--- src/rtl/adsr_pkg.sv ---
// rtl/adsr_pkg.sv - shared state encoding and scaling limits for the ADSR envelope slice
package adsr_pkg;

    typedef enum logic [2:0] {
        ST_IDLE    = 3'd0,
        ST_ATTACK  = 3'd1,
        ST_DECAY   = 3'd2,
        ST_SUSTAIN = 3'd3,
        ST_RELEASE = 3'd4
    } adsr_state_t;

    // Headroom bits on the mix accumulator: enough for up to 8 full-scale voices.
    localparam int ACC_GUARD = 3;

    // Full-scale envelope value for a given envelope width (widths up to 32).
    function automatic logic [31:0] env_max(input int w);
        return 32'((64'd1 << w) - 64'd1);
    endfunction

    // Largest positive mix value for a signed sample width.
    function automatic int mix_hi(input int w);
        return (1 <<< (w - 1)) - 1;
    endfunction

    // Most negative mix value for a signed sample width.
    function automatic int mix_lo(input int w);
        return -(1 <<< (w - 1));
    endfunction

endpackage

--- src/rtl/adsr_env_voice.sv ---
// rtl/adsr_env_voice.sv - one voice's ADSR state machine, envelope and gate history
module adsr_env_voice
    import adsr_pkg::*;
#(
    parameter int ENV_WIDTH = 16
) (
    input  logic                 clk,
    input  logic                 reset,
    input  logic                 i_update,
    input  logic                 i_gate,
    input  logic [ENV_WIDTH-1:0] i_attack_step,
    input  logic [ENV_WIDTH-1:0] i_decay_step,
    input  logic [ENV_WIDTH-1:0] i_sustain_level,
    input  logic [ENV_WIDTH-1:0] i_release_step,
    output logic [ENV_WIDTH-1:0] o_env,
    output logic                 o_active
);

    localparam logic [ENV_WIDTH-1:0] ENV_MAX = ENV_WIDTH'(env_max(ENV_WIDTH));

    adsr_state_t          r_state;
    adsr_state_t          w_state_next;
    adsr_state_t          w_eff_state;
    logic [ENV_WIDTH-1:0] r_env;
    logic [ENV_WIDTH-1:0] w_env_next;
    logic                 r_gate_prev;
    logic                 w_gate_prev_next;

    // One extra bit so attack overflow and the decay threshold compare cleanly.
    logic [ENV_WIDTH:0]   w_attack_sum;
    logic [ENV_WIDTH:0]   w_decay_limit;

    assign w_attack_sum  = {1'b0, r_env} + {1'b0, i_attack_step};
    assign w_decay_limit = {1'b0, i_decay_step} + {1'b0, i_sustain_level};

    // State, envelope and previous gate registers.
    always_ff @(posedge clk or posedge reset) begin
        if (reset) begin
            r_state     <= ST_IDLE;
            r_env       <= '0;
            r_gate_prev <= 1'b0;
        end else begin
            r_state     <= w_state_next;
            r_env       <= w_env_next;
            r_gate_prev <= w_gate_prev_next;
        end
    end

    // Gate edges pick the effective state first, then that state's step is applied.
    always_comb begin
        w_state_next     = r_state;
        w_env_next       = r_env;
        w_gate_prev_next = r_gate_prev;
        w_eff_state      = r_state;
        if (i_update) begin
            w_gate_prev_next = i_gate;
            if (i_gate && !r_gate_prev) begin
                w_eff_state = ST_ATTACK;
            end else if (!i_gate && (r_state == ST_ATTACK || r_state == ST_DECAY ||
                                     r_state == ST_SUSTAIN)) begin
                w_eff_state = ST_RELEASE;
            end
            w_state_next = w_eff_state;
            case (w_eff_state)
                ST_ATTACK: begin
                    if (i_attack_step == '0 || w_attack_sum >= {1'b0, ENV_MAX}) begin
                        w_env_next   = ENV_MAX;
                        w_state_next = ST_DECAY;
                    end else begin
                        w_env_next = w_attack_sum[ENV_WIDTH-1:0];
                    end
                end
                ST_DECAY: begin
                    if (i_decay_step == '0 || {1'b0, r_env} <= w_decay_limit) begin
                        w_env_next   = i_sustain_level;
                        w_state_next = ST_SUSTAIN;
                    end else begin
                        w_env_next = r_env - i_decay_step;
                    end
                end
                ST_SUSTAIN: begin
                    w_env_next = i_sustain_level;
                end
                ST_RELEASE: begin
                    if (i_release_step == '0 || r_env <= i_release_step) begin
                        w_env_next   = '0;
                        w_state_next = ST_IDLE;
                    end else begin
                        w_env_next = r_env - i_release_step;
                    end
                end
                default: begin
                    w_env_next   = '0;
                    w_state_next = ST_IDLE;
                end
            endcase
        end
    end

    assign o_env    = r_env;
    assign o_active = (r_state != ST_IDLE);

endmodule

--- src/rtl/adsr_poly_envelope.sv ---
// rtl/adsr_poly_envelope.sv - multi-voice ADSR envelope, shared scaler and saturating mixer
module adsr_poly_envelope
    import adsr_pkg::*;
#(
    parameter int NUM_VOICES   = 3,
    parameter int SAMPLE_WIDTH = 16,
    parameter int ENV_WIDTH    = 16
) (
    input  logic                               clk,
    input  logic                               reset,
    input  logic [NUM_VOICES-1:0]              gate,
    input  logic [ENV_WIDTH-1:0]               attack_step,
    input  logic [ENV_WIDTH-1:0]               decay_step,
    input  logic [ENV_WIDTH-1:0]               sustain_level,
    input  logic [ENV_WIDTH-1:0]               release_step,
    input  logic [NUM_VOICES*SAMPLE_WIDTH-1:0] sample_in,
    input  logic                               in_ready,
    output logic [NUM_VOICES*SAMPLE_WIDTH-1:0] sample_out,
    output logic [SAMPLE_WIDTH-1:0]            mix_out,
    output logic                               out_ready,
    output logic [NUM_VOICES-1:0]              voice_active,
    output logic                               overrun
);

    localparam int IDXW  = (NUM_VOICES > 1) ? $clog2(NUM_VOICES) : 1;
    localparam int ACCW  = SAMPLE_WIDTH + ACC_GUARD;
    localparam int PRODW = SAMPLE_WIDTH + ENV_WIDTH + 1;
    localparam logic signed [ACCW-1:0] MIX_HI   = ACCW'(mix_hi(SAMPLE_WIDTH));
    localparam logic signed [ACCW-1:0] MIX_LO   = ACCW'(mix_lo(SAMPLE_WIDTH));
    localparam logic [IDXW-1:0]        LAST_IDX = IDXW'(NUM_VOICES - 1);

    logic                               r_busy;
    logic                               r_update;
    logic [IDXW-1:0]                    r_idx;
    logic [NUM_VOICES*SAMPLE_WIDTH-1:0] r_samples;
    logic [NUM_VOICES-1:0]              r_gate;
    logic signed [ACCW-1:0]             r_acc;
    logic [NUM_VOICES*SAMPLE_WIDTH-1:0] r_sample_out;
    logic [SAMPLE_WIDTH-1:0]            r_mix;
    logic                               r_out_ready;
    logic                               r_overrun;

    logic                               w_accept;
    logic                               w_update;
    logic [ENV_WIDTH-1:0]               w_env [NUM_VOICES];
    logic [NUM_VOICES-1:0]              w_active;
    logic signed [SAMPLE_WIDTH-1:0]     w_sample_s;
    logic signed [ENV_WIDTH:0]          w_env_s;
    logic signed [PRODW-1:0]            w_prod;
    logic signed [SAMPLE_WIDTH-1:0]     w_scaled;
    logic signed [ACCW-1:0]             w_acc_next;
    logic [SAMPLE_WIDTH-1:0]            w_mix_sat;

    assign w_accept = in_ready && !r_busy;
    assign w_update = r_busy && r_update;

    for (genvar gv = 0; gv < NUM_VOICES; gv++) begin : g_voice
        adsr_env_voice #(
            .ENV_WIDTH (ENV_WIDTH)
        ) u_voice (
            .clk             (clk),
            .reset           (reset),
            .i_update        (w_update),
            .i_gate          (r_gate[gv]),
            .i_attack_step   (attack_step),
            .i_decay_step    (decay_step),
            .i_sustain_level (sustain_level),
            .i_release_step  (release_step),
            .o_env           (w_env[gv]),
            .o_active        (w_active[gv])
        );
    end

    // Shared scaler: the envelope is zero-extended so it multiplies as a positive value.
    assign w_sample_s = r_samples[int'(r_idx)*SAMPLE_WIDTH +: SAMPLE_WIDTH];
    assign w_env_s    = {1'b0, w_env[r_idx]};
    assign w_prod     = PRODW'(w_sample_s) * PRODW'(w_env_s);
    // The floored quotient always fits the sample width since env < 2^ENV_WIDTH.
    assign w_scaled   = SAMPLE_WIDTH'(w_prod >>> ENV_WIDTH);
    assign w_acc_next = r_acc + ACCW'(w_scaled);

    // Clamp the final sum into the signed sample range.
    always_comb begin
        w_mix_sat = w_acc_next[SAMPLE_WIDTH-1:0];
        if (w_acc_next > MIX_HI) begin
            w_mix_sat = MIX_HI[SAMPLE_WIDTH-1:0];
        end else if (w_acc_next < MIX_LO) begin
            w_mix_sat = MIX_LO[SAMPLE_WIDTH-1:0];
        end
    end

    // Pass sequencer: latch, one update cycle, then one voice per cycle into the mix.
    always_ff @(posedge clk or posedge reset) begin
        if (reset) begin
            r_busy       <= 1'b0;
            r_update     <= 1'b0;
            r_idx        <= '0;
            r_samples    <= '0;
            r_gate       <= '0;
            r_acc        <= '0;
            r_sample_out <= '0;
            r_mix        <= '0;
            r_out_ready  <= 1'b0;
            r_overrun    <= 1'b0;
        end else begin
            r_out_ready <= 1'b0;
            r_overrun   <= in_ready && r_busy;
            if (w_accept) begin
                r_busy    <= 1'b1;
                r_update  <= 1'b1;
                r_samples <= sample_in;
                r_gate    <= gate;
                r_acc     <= '0;
                r_idx     <= '0;
            end else if (r_update) begin
                r_update <= 1'b0;
                r_idx    <= '0;
            end else if (r_busy) begin
                r_sample_out[int'(r_idx)*SAMPLE_WIDTH +: SAMPLE_WIDTH] <= w_scaled;
                r_acc <= w_acc_next;
                if (r_idx == LAST_IDX) begin
                    r_mix       <= w_mix_sat;
                    r_out_ready <= 1'b1;
                    r_busy      <= 1'b0;
                end else begin
                    r_idx <= r_idx + 1'b1;
                end
            end
        end
    end

    assign sample_out   = r_sample_out;
    assign mix_out      = r_mix;
    assign out_ready    = r_out_ready;
    assign overrun      = r_overrun;
    assign voice_active = w_active;

endmodule

--- config.mk ---
export PLATFORM = sky130hd
export DESIGN_NAME = adsr_poly_envelope
export DESIGN_NICKNAME = d
export VERILOG_FILES = /design/src/rtl/adsr_pkg.sv /design/src/rtl/adsr_env_voice.sv /design/src/rtl/adsr_poly_envelope.sv
export SDC_FILE = /design/constraint.sdc
export NUM_CORES = 2
export LEC_CHECK = 0
export CAP_MARGIN = 20
export CORE_MARGIN = 1
export CORE_UTILIZATION = 35
export CTS_BUF_LIST = sky130_fd_sc_hd__clkbuf_16
export DETAILED_ROUTE_END_ITERATION = 7
export SYNTH_ARGS = -nofsm -noshare
export SYNTH_HDL_FRONTEND = slang
export SYNTH_SLANG_ARGS = --single-unit
export TNS_END_PERCENT = 100
--- constraint.sdc ---
create_clock -name clk -period 12.5 [get_ports clk]
set_clock_uncertainty 0.05 [all_clocks]
set_input_delay 1.875 -clock clk [delete_from_list [all_inputs] [get_ports clk]]
set_output_delay 1.875 -clock clk [all_outputs]
set_load 0.02 [all_outputs]
### Word-level counts from Yosys, hierarchy flattened

Index checks and enable logic that the tools add are counted.

| word-level totals | value |
|---|---|
| flip-flop bits (word level) | 200 |
| latch bits | 0 |
| memory bits (writable) | 0 |
| ROM bits | 0 |
| output and inout bits | 69 |
| logic and storage cells | 173 |
| memories | 0 |

| operators by class | value |
|---|---|
| add/subtract/negate cells | 13 |
| $mul | 1 |
| divide/modulo/power cells | 0 |
| magnitude comparators | 12 |
| equal/unequal tests | 24 |
| shifts and indexed selects | 3 |
| mux-type cells | 55 |
| bitwise gates (word level) | 3 |
| reduce and logical (&&, ||, !) cells | 43 |

Operators by type and width:

| kind | number |
|---|---|
| two-way mux 16 bit | 13 |
| one-hot mux 16 bit (4 select lines) | 3 |
| subtractor 16 bit | 6 |
| adder 16 x 16 -> 17 bit | 4 |
| two-way mux 19 bit | 3 |
| two-way mux 3 bit | 18 |
| greater-or-equal comparator 17 x 16 -> 1 bit (second input constant) | 3 |
| <= comparator 16 x 17 -> 1 bit | 3 |
| bitwise mux 48 bit | 1 |
| <= comparator 16 bit | 3 |
| zero test 16 bit | 3 |
| variable shift 16 x 33 -> 48 bit (first input constant) | 1 |
| indexed part select 16 x 33 -> 48 bit | 1 |
| indexed part select 48 x 7 -> 16 bit | 1 |
| equality test 3 x 2 -> 1 bit (second input constant) | 12 |
| one-hot mux 3 bit (4 select lines) | 3 |
| negation 6 -> 33 bit | 1 |
| binary-select mux 16 bit (select 2 bit) | 1 |
| multiplier 16 x 17 -> 32 bit | 1 |
| adder 19 x 16 -> 19 bit | 1 |
| > comparator 19 x 16 -> 1 bit (second input constant) | 1 |
| less-than comparator 19 x 16 -> 1 bit (second input constant) | 1 |
| equality test 3 x 1 -> 1 bit (second input constant) | 6 |
| logical OR 1 bit | 15 |
| other kinds (17) | 49 |

### Depth between registers and ports, before layout

| logic depth | value |
|---|---|
| depth after elaboration | 9 |
| mapped depth | 43 |

### Modules after synthesis

Synthesis repeated with hierarchy kept, for this count alone.

| unflattened totals | value |
|---|---|
| cell total of the unflattened synthesis | 3469 |
| area, all modules | 29642.2 um^2 |

Modules (own cells, without submodules):

| module | times used | cells an instance | area each (um^2) | seq. area each (um^2) |
|---|---|---|---|---|
| adsr_poly_envelope | 1 | 1569 | 15060.7 | 3503.4 |
| adsr_env_voice (g_voice[1].u_voice) | 1 | 678 | 5190.0 | 500.5 |
| adsr_env_voice (g_voice[0].u_voice) | 1 | 628 | 4812.1 | 500.5 |
| adsr_env_voice (g_voice[2].u_voice) | 1 | 594 | 4579.4 | 500.5 |

### Least setup slack after synthesis

OpenSTA, ideal clock, no wires.

| timing | value |
|---|---|
| path kind | reg2reg |
| from | reg r_idx[0] |
| to | reg r_mix[6], in the netlist mix_out[6] |
| data arrival time | 9766 ps |
| required time | 12323 ps |
| path slack | 2558 ps |
| cell stages (with the launch flop) | 39 |
| buffers on the path | 6 |
| path through | dfrtp_1 > buf_6 > buf_4 > buf_1 > clkbuf_1 > buf_1 > o22a_1 > nor2_1 > fa_1 > inv_1 > fa_1 > fa_1 > inv_1 > fa_1 > fa_1 > inv_1 > fa_1 > inv_1 > [3 not listed] > o211ai_2 > a31oi_1 > o21bai_1 > a21oi_1 > xnor2_1 > ha_1 > a211oi_1 > o21ai_0 > a31oi_1 > o21ai_0 > a211oi_1 > a21oi_1 > a21o_1 > a21oi_1 > xnor2_2 > a21oi_4 > buf_6 > a221o_2 |

| between the ends | value |
|---|---|
| word-level cells in the longest chain between the ends | 9 |

RTL lines:

| element | RTL line | source |
|---|---|---|
| start: declaration | adsr_poly_envelope.sv:34 | `logic [IDXW-1:0] r_idx;` |
| start signal: assignment | adsr_poly_envelope.sv:126 | `r_idx <= r_idx + 1'b1;` |
| branches (longest 9 deep; another with multiplier 16 x 17 -> 32 bit) | -- |  |
| end signal: assignment | adsr_poly_envelope.sv:122 | `r_mix <= w_mix_sat;` |
| end: declaration | adsr_poly_envelope.sv:39 | `logic [SAMPLE_WIDTH-1:0] r_mix;` |

Parallel ways; which one is timed is not known. The select of a mux whose other input is x is not followed.
A chain may end at the register's enable or synchronous reset.

### Worst setup path in the final report

| timing | value |
|---|---|
| from | reg r_idx[1] |
| to | reg r_mix[9], in the netlist mix_out[9] |

Same word-level chain as after synthesis.

==> flow_metrics.py <==
metrics = {
    "synth": {
        "syn_avg_cell_area_sq_um": 8.91,
        "netlist_area_sq_mm": 0.0265,
        "ys_seq_elements": 200,
        "ys.flop_type": "dfrtp_1",
        "yosysSeqAreaShare_pct": 18.9,
        "synth_nets": 3634,
        "synth_cell_types": 85,
        "synth_top_cell_area_share_pct": 18.9,
        "synth_edf_count": 0,
        "synth-warning-count": 0,
        "ys_top_cells_by_area": "dfrtp_1 19%, ha_1 16%, fa_1 15%",
        "ys_async_sr_fraction_pct": 100,
        "synth_top_area_cell": "dfrtp_1",
        "postSynthCellCount": 2970,
    },
    "cts": {
        "clock-sinks": 200,
        "cts_setup_buffers": 0,
        "hold_buffers": 0,
        "cts_tree": "done",
        "insertion_delay_ns": 0.50,
        "numCtsBuffers": 17,
        "root_buffer": "clkbuf_16",
        "clockBufferDepth": 2,
        "clk_pin_slew_worst_paths_ns": 0.09,
        "htree_num_levels": 4,
        "cts.repair.resized": 0,
    },
    "setup_path": {
        "worst_path_most_repeated_cell": "fa_1",
        "critical_path.slowest_cell": "dfrtp_2",
        "slowest_delay_ns": 1.05,
        "cp-end-kind": "register",
        "timing_worst_setup_path_type": "register to register",
        "crit_fanout": 61,
        "critPathLaunchType": "register",
        "arrival_ns": 11.70,
        "required_ns": 12.88,
    },
    "detailed_routing": {
        "postRouteAntennaNets": 0,
        "drc_errors": 0,
        "firstDrtPassIters": 7,
        "viasPerCell": 5.76,
        "vias": 23689,
        "drt-total-wl_um": 96900,
        "wire_per_inst_um": 23.6,
        "drt_iter0_markers": 2381,
    },
    "sta": {
        "hold_viol": 0,
        "slew_violations": 0,
        "finalCriticalPeriod_ns": 11.32,
        "relSlewSlack_pct": 26.2,
        "tightest_slew_ns": 1.11,
        "setup_viol": 0,
        "fin_ws_ns": 1.18,
        "fin_tns_setup_ns": 0,
        "rsz0062_at_grt": "false",
        "max_freq_mhz": 88.3,
        "finalCritPeriodShare_pct": 90.6,
    },
    "floorplanning": {
        "die_area_sq_mm": 0.0767,
        "rows": 100,
        "start_util_pct": 35.4,
        "ios": 187,
        "core_sq_mm": 0.0747,
        "die_y_um": 277,
        "fp.dieW_um": 277,
    },
    "place": {
        "dp_hpwl_um": 76400,
        "port_buffers": 186,
        "gp_congestion": 0.978,
        "preCtsSetupSlack_ns": 1.31,
    },
    "global_routing": {
        "grt_pass1_vias": 23031,
        "grt-ovfl-total": 0,
        "antenna_found_initial": 1,
        "grt_max_degree": 105,
        "grt_usage_pct": 25.3,
        "grt_pass1_wl_um": 146000,
    },
    "hold_path": {
        "worstHoldPathType": "register to register",
    },
    "final_layout": {
        "final_common_cell": "ha_1",
        "area_growth_pct": 13.9,
        "num-nets-final": 3796,
        "drive_gt1_share_pct": 5.85,
        "final_util_pct": 40.4,
        "layout_common_cells": "342 x ha_1, 333 x inv_1, 280 x nand2_1",
    },
    "outcome": {
        "outcome": "complete, no violations",
    },
    "job": {
        "drv_cap": 0,
    },
}
[area by class of cell]
class,instances,area (sq um)
Fill cell,7479,44500
Inverter,335,1260
Clock buffer,17,425
Multi-Input combinational cell,2352,19900
Antenna cell,1,2.50
Clock inverter,14,204
Sequential cell,200,5010
Tap cell,969,1210
Timing Repair Buffer,226,2160
[worst paths after layout]
check,from,end,slack [ns],cells past startpoint
min,sample_out[45]$_DFFE_PP0P_,sample_out[45]$_DFFE_PP0P_,0.44,2
min in group asynchronous,reset,sample_out[47]$_DFFE_PP0P_,1.85,2
max,r_idx[1]$_DFFE_PP0P_,mix_out[9]$_DFFE_PP0P_,1.18,34
min reg2reg,sample_out[45]$_DFFE_PP0P_,sample_out[45]$_DFFE_PP0P_,0.44,2
max reg2reg,r_idx[1]$_DFFE_PP0P_,mix_out[9]$_DFFE_PP0P_,1.18,34
max in group asynchronous,reset,g_voice[1].u_voice.r_state[2]$_DFFE_PP0P_,9.20,3
[per-layer routing]
metal	vias to the layer above	part of all wire, %	track usage, %
met1	11605	44	35.6
met2	1080	43	38.2
met5	-	0.084	0.750
met3	182	8.7	5.10
met4	2	3.6	9.13
li1	10820	-	-
[kinds of logic (layout without fill, tap and decap cells)]
group	after synthesis	in the layout	synth area share [%]
AO/OA/AOI/OAI	751	751	19.9
other	0	1	0
flip-flops	200	200	18.9
adder cells (fa/ha/maj)	546	546	31.6
multiplexers	103	103	4.18
AND/OR/NAND/NOR	789	789	13.9
buffers and inverters	418	592	6.09
XOR/XNOR	163	163	5.45
[metrics by stage]
step / cell area (sq um) / cells / hold WS [ns]
6_report: 30200 / 4114 / 0.440
5_1_grt: 30200 / 4114 / 0.474
4_1_cts: 30100 / 4111 / 0.440
3_5_place_dp: 29500 / 4080 / 0.420
3_3_place_gp: 29500 / 4080 / 0.411
2_1_floorplan: 26500 / 2970 / 0.406
[cell usage after synthesis, types with 36 or more instances]
master / number
a21o_1: 90
a21oi_1: 156
a22o_1: 64
clkbuf_1: 61
dfrtp_1: 200
fa_1: 204
ha_1: 342
inv_1: 334
mux2_2: 61
mux2i_1: 42
nand2_1: 281
nand3_1: 39
nor2_1: 211
nor3_1: 36
o21ai_0: 122
xnor2_1: 99
xor2_1: 62
[state kept, by name, indices dropped and copies added, names as in the netlist]
signal                       cells
g_voice.u_voice.o_env           48
g_voice.u_voice.r_gate_prev      3
g_voice.u_voice.r_state          9
mix_out                         16
out_ready                        1
overrun                          1
r_acc                           19
r_busy                           1
r_gate                           3
r_idx                            2
r_samples                       48
r_update                         1
sample_out                      48
[critical path, delay by kind of cell (launching register included)]
family	cells	cell delay, ns
buffers and inverters	4	0.51
xor gates and xnor gates	2	0.65
and+or+nand+nor	7	1.53
AOI/OAI and AO/OA	13	3.68
DFF	1	1.05
adders and majority gates	8	3.75
Power is left out: the tool's default activity adds up to more than one toggle a clock period on the data nets, which glitch-free logic cannot reach.
